## src/rtl/apb_master_bridge.sv

```systemverilog
// Single-initiator APB3 master: valid/ready request -> SETUP/ACCESS on one of 4 slaves.
// Latency 3 cycles + wait states (timeout-bounded); req_ready only in IDLE, no response backpressure.
module apb_master_bridge #(
    parameter int TIMEOUT_CYCLES = 16,
    parameter int SLV_SEL_LSB    = 12,
    parameter int DEC_HI_LSB     = 14
) (
    input  logic        PCLK,
    input  logic        PRESET,
    input  logic        req_valid,
    output logic        req_ready,
    input  logic        req_write,
    input  logic [31:0] req_addr,
    input  logic [31:0] req_wdata,
    output logic        rsp_valid,
    output logic [31:0] rsp_rdata,
    output logic        rsp_err,
    output logic [31:0] PADDR,
    output logic        PWRITE,
    output logic [31:0] PWDATA,
    output logic        PENABLE,
    output logic [3:0]  PSEL,
    input  logic [31:0] PRDATA0,
    input  logic [31:0] PRDATA1,
    input  logic [31:0] PRDATA2,
    input  logic [31:0] PRDATA3,
    input  logic        PREADY0,
    input  logic        PREADY1,
    input  logic        PREADY2,
    input  logic        PREADY3
);

    typedef enum logic [1:0] {
        S_IDLE,
        S_SETUP,
        S_ACCESS
    } state_t;

    state_t      r_state;
    logic [7:0]  r_tmo_cnt;
    logic [1:0]  r_slv_idx;
    logic [31:0] r_paddr;
    logic        r_pwrite;
    logic [31:0] r_pwdata;
    logic        r_penable;
    logic [3:0]  r_psel;
    logic        r_rsp_valid;
    logic [31:0] r_rsp_rdata;
    logic        r_rsp_err;

    logic        w_accept;
    logic        w_dec_err;
    logic [1:0]  w_slv;
    logic        w_pready;
    logic [31:0] w_prdata;

    assign req_ready = (r_state == S_IDLE) && !PRESET;
    assign w_accept  = req_valid && req_ready;
    assign w_dec_err = |req_addr[31:DEC_HI_LSB];
    assign w_slv     = req_addr[SLV_SEL_LSB+1:SLV_SEL_LSB];

    // Only the slave latched at acceptance is listened to.
    always_comb begin
        w_pready = 1'b0;
        w_prdata = 32'h0;
        case (r_slv_idx)
            2'd0: begin w_pready = PREADY0; w_prdata = PRDATA0; end
            2'd1: begin w_pready = PREADY1; w_prdata = PRDATA1; end
            2'd2: begin w_pready = PREADY2; w_prdata = PRDATA2; end
            2'd3: begin w_pready = PREADY3; w_prdata = PRDATA3; end
        endcase
    end

    always_ff @(posedge PCLK) begin
        if (PRESET) begin
            r_state     <= S_IDLE;
            r_tmo_cnt   <= 8'd0;
            r_slv_idx   <= 2'd0;
            r_paddr     <= 32'h0;
            r_pwrite    <= 1'b0;
            r_pwdata    <= 32'h0;
            r_penable   <= 1'b0;
            r_psel      <= 4'b0000;
            r_rsp_valid <= 1'b0;
            r_rsp_rdata <= 32'h0;
            r_rsp_err   <= 1'b0;
        end else begin
            r_rsp_valid <= 1'b0;
            case (r_state)
                S_IDLE: begin
                    if (w_accept) begin
                        if (w_dec_err) begin
                            // Answered straight from IDLE; the APB side never moves.
                            r_rsp_valid <= 1'b1;
                            r_rsp_err   <= 1'b1;
                            r_rsp_rdata <= 32'h0;
                        end else begin
                            r_paddr   <= req_addr;
                            r_pwrite  <= req_write;
                            r_pwdata  <= req_wdata;
                            r_psel    <= 4'b0001 << w_slv;
                            r_slv_idx <= w_slv;
                            r_state   <= S_SETUP;
                        end
                    end
                end
                S_SETUP: begin
                    r_penable <= 1'b1;
                    r_state   <= S_ACCESS;
                end
                S_ACCESS: begin
                    if (w_pready) begin
                        r_psel      <= 4'b0000;
                        r_penable   <= 1'b0;
                        r_rsp_valid <= 1'b1;
                        r_rsp_err   <= 1'b0;
                        r_rsp_rdata <= r_pwrite ? 32'h0 : w_prdata;
                        r_tmo_cnt   <= 8'd0;
                        r_state     <= S_IDLE;
                    end else if (r_tmo_cnt == 8'(TIMEOUT_CYCLES - 1)) begin
                        r_psel      <= 4'b0000;
                        r_penable   <= 1'b0;
                        r_rsp_valid <= 1'b1;
                        r_rsp_err   <= 1'b1;
                        r_rsp_rdata <= 32'h0;
                        r_tmo_cnt   <= 8'd0;
                        r_state     <= S_IDLE;
                    end else begin
                        r_tmo_cnt <= r_tmo_cnt + 8'd1;
                    end
                end
                default: r_state <= S_IDLE;
            endcase
        end
    end

    assign PADDR     = r_paddr;
    assign PWRITE    = r_pwrite;
    assign PWDATA    = r_pwdata;
    assign PENABLE   = r_penable;
    assign PSEL      = r_psel;
    assign rsp_valid = r_rsp_valid;
    assign rsp_rdata = r_rsp_rdata;
    assign rsp_err   = r_rsp_err;

endmodule

```

## config.mk

```make
export PLATFORM = sky130hd
export DESIGN_NAME = apb_master_bridge
export DESIGN_NICKNAME = d
export VERILOG_FILES = /design/src/rtl/apb_master_bridge.sv
export SDC_FILE = /design/constraint.sdc
export NUM_CORES = 1
export LEC_CHECK = 0
export ABC_CLOCK_PERIOD_IN_PS = 1600
export BUFFER_PORTS_ARGS = -buffer_cell sky130_fd_sc_hd__buf_4
export CORE_AREA = 2 2 119 121
export DETAILED_ROUTE_END_ITERATION = 12
export DIE_AREA = 0 0 121 123
export HOLD_SLACK_MARGIN = 0.08
export MAX_ROUTING_LAYER = met4
export PLACE_DENSITY_LB_ADDON = 0.2
export SYNTH_ARGS = -nofsm -noshare
export SYNTH_HDL_FRONTEND = slang
export SYNTH_SLANG_ARGS = --single-unit
```

## constraint.sdc

```tcl
create_clock -name PCLK -period 1.6 [get_ports PCLK]
set_input_delay 0.08 -clock PCLK [delete_from_list [all_inputs] [get_ports PCLK]]
set_output_delay 0.08 -clock PCLK [all_outputs]
set_load 0.02 [all_outputs]
```

==> out/summary.txt <==
H-tree depth = 4
commonest non-fill, non-tap cell in the layout = buf_4
Async SR Flop Fraction = 0
worst-path fanout max = 16
vias in the first global route = 5302
Port Buffer Count = 304
first-pass detailed-route iteration total = 4
Inserted Diodes = 0
gpl congestion = 0.8123
WP data required = 1.89 ns
antenna viol nets, final = 0
Most used DFF post-synth = dfxtp_1
Post-Syn Area = 4742 um2
wire per inst = 19.30 um
Core ar. = 13610 um2
Routed WL = 20250 um
cells after synthesis = 452
number of synthesized flops with an enable pin = 0
Die X = 121 um
crit path kind = flip-flop to flip-flop
clk_skew = 0.01408 ns
static leakage power = 4.114 nW
1st-iter DRT viols = 183
net count after synthesis = 653
Fill cells = 923
Synth Warn # = 0
status = complete, but fails checks
Worst-Margin Slew = 0.5435 ns
GR peak layer = met2
Slew Limit Headroom = 0.6377
standard-cell rows = 43
Initial Utilization = 0.3484
worst reg-to-reg path cell count = 6
I/O Pins = 305
total power = 7.623 mW
Critical Path Start Type = flip-flop
die area = 14880 um2
Max clock buf depth = 2
reg2reg end = rsp_rdata[0]
synth unique cells = 39
register area share after synthesis = 0.4813
CTS tree = yes
flop-to-flop setup slack = -0.08 ns
final worst setup slack = -0.07720 ns
hold path start = PRDATA2[28]
Critical path origin = r_tmo_cnt[7]
GRT Overall Usage = 0.2383
Hold Path Class = primary input to flip-flop
Final Core Density = 0.7088
layout cell share with drive strength beyond 1 = 0.6617
Syn Area/Cell = 10.49 um2
NumNets Final = 1057
Reg clk slew, reported paths = 0.05 ns
clk_lat worst skew = 0.42 ns
GR Util met2 = 0.4101
Worst VDD drop = 690.2 uV
hpwl dp = 12440 um
DRC = 0
achievable frequency = 0.5962 GHz
most frequent cells in the layout = 342 x buf_4, 109 x dfxtp_1, 48 x dlygate4sd3_1
violated checks = setup timing
TritonCTS Buffers = 17
area added between synthesis and finish = 103.5%
period utilization = 1.048
CP Capture Point = rsp_rdata[0]
die height = 123 um
crit path time final = 1.677 ns
Vias/cell = 4.964
unrepaired setup endpoints after global routing = yes
global-route wire length before repair = 26540 um
endpoints failing setup = 44
origin of the critical flop-to-flop path = r_tmo_cnt[7]
critical path endpoint category = flip-flop
max-cap viol count = 0
met1 Resource Use GR = 0.2546
GR Overflow Total = 0
Final Slew Violations = 0
Pwr per Cell Area = 790.1 nW/um2
CTS Root Buffer Type = clkbuf_16
via count = 5207
M3 GR Usage = 0.07565
Hold Fails Final Rpt = 0
clock sink count = 114
Worst EP arrival = 1.97 ns
initial antenna violation count = 0
Synth Register Bits = 114
largest net degree at the start of global routing = 35
timing repair:
action,in CTS,in global routing
buffers inserted,9,9
resized for setup,17,173
setup endpoints to repair,105,111
gates cloned,3,11
pin swaps,5,72
endpoints found under the hold margin,52,0
hold buffers,48,0
final cells by class:
type                            instances  area (um2)  area share
Timing Repair Buffer                  417        3557      0.3687
Tap cell                              180       225.2     0.02334
Inverter                                2       7.507   0.0007781
Sequential cell                       114        2296      0.2380
Clock inverter                         10       153.9     0.01595
Multi-Input combinational cell        304        2924      0.3031
Clock buffer                           22       484.2     0.05019
logic make-up (layout without fill, tap and decap cells):
kind of cell    count (synthesis)  count (layout)  share of synthesized area
simple gates                  168             170                     0.1673
compound gates                 92              92                     0.1319
buf+inv                        36             451                    0.04354
fa+ha+maj                       1               1                   0.002638
xor+xnor                        5               5                   0.009237
mux                            36              36                     0.1641
flops                         114             114                     0.4813
sequential cells by signal (all words and copies together) (netlist names):
register,cells
PADDR,31
r_tmo_cnt,8
r_state,2
rsp_rdata,32
rsp_err,1
rsp_valid,1
r_slv_idx,1
PSEL,4
PWRITE,1
PENABLE,1
PWDATA,32
cells in the mapped netlist (3+ instances only):
master	instances	area (um2)
nor2_1	7	26.28
buf_6	7	78.83
nor3_1	10	50.05
nor4_1	7	43.79
and2_1	18	112.6
o21ai_0	4	20.02
mux4_2	33	743.2
nor3_2	3	30.03
nand2_1	102	382.9
xnor2_1	3	26.28
nand3_1	3	15.01
dfxtp_1	114	2282
nand2b_1	5	31.28
buf_2	12	60.06
clkbuf_1	11	41.29
buf_1	3	11.26
a22o_1	32	280.3
a21oi_1	49	245.2
power breakdown:
part | total [mW] | internal (mW) | switching, mW
sequential | 2.84 | 2.84 | 0.00128
clock | 4.07 | 2.76 | 1.31
combinational | 0.711 | 0.488 | 0.224
total | 7.62 | 6.09 | 1.54
per-layer routing:
layer  share of wire  vias up
met2            0.54      225
met5               0        -
met3           0.075       33
met4           0.025        0
li1                -     2442
met1            0.36     2507
worst min-delay path by stage:
| stage | to | slack [ns] | depth (start not counted) |
|---|---|---|---|
| 6_report | rsp_rdata[28] | 0.10 | 3 |
| 2_1_floorplan | r_slv_idx[0] | 0.21 | 2 |
| 4_1_cts | rsp_rdata[28] | 0.08 | 3 |
| 3_5_place_dp | PWDATA[7] | 0.34 | 3 |
| 5_1_grt | rsp_rdata[13] | 0.09 | 3 |
| 3_3_place_gp | PWDATA[8] | 0.34 | 3 |
worst max-delay path, cell delays in order (launching register included):
cell       delay [ns]
dfxtp_2          0.33
nor4_4           0.27
nand4_1          0.20
o21ai_4          0.24
nor3_4           0.09
clkbuf_16        0.20
a22o_1           0.23
per-stage QoR:
stage          TNS [ns]  hold slack [ns]  area (um2)  worst slack [ns]  cells
2_1_floorplan    -1.079           0.2101        4791          -0.03519    452
3_3_place_gp     -15.12           0.3362        7418           -0.2855    937
3_5_place_dp     -22.85           0.3411        7418           -0.4381    937
4_1_cts          -2.904          0.08070        8745          -0.09932   1029
5_1_grt          -5.779          0.09385        9648           -0.1422   1049
6_report         -1.534           0.1029        9648          -0.07720   1049
Note: power is estimated with default switching activity, not from simulation.
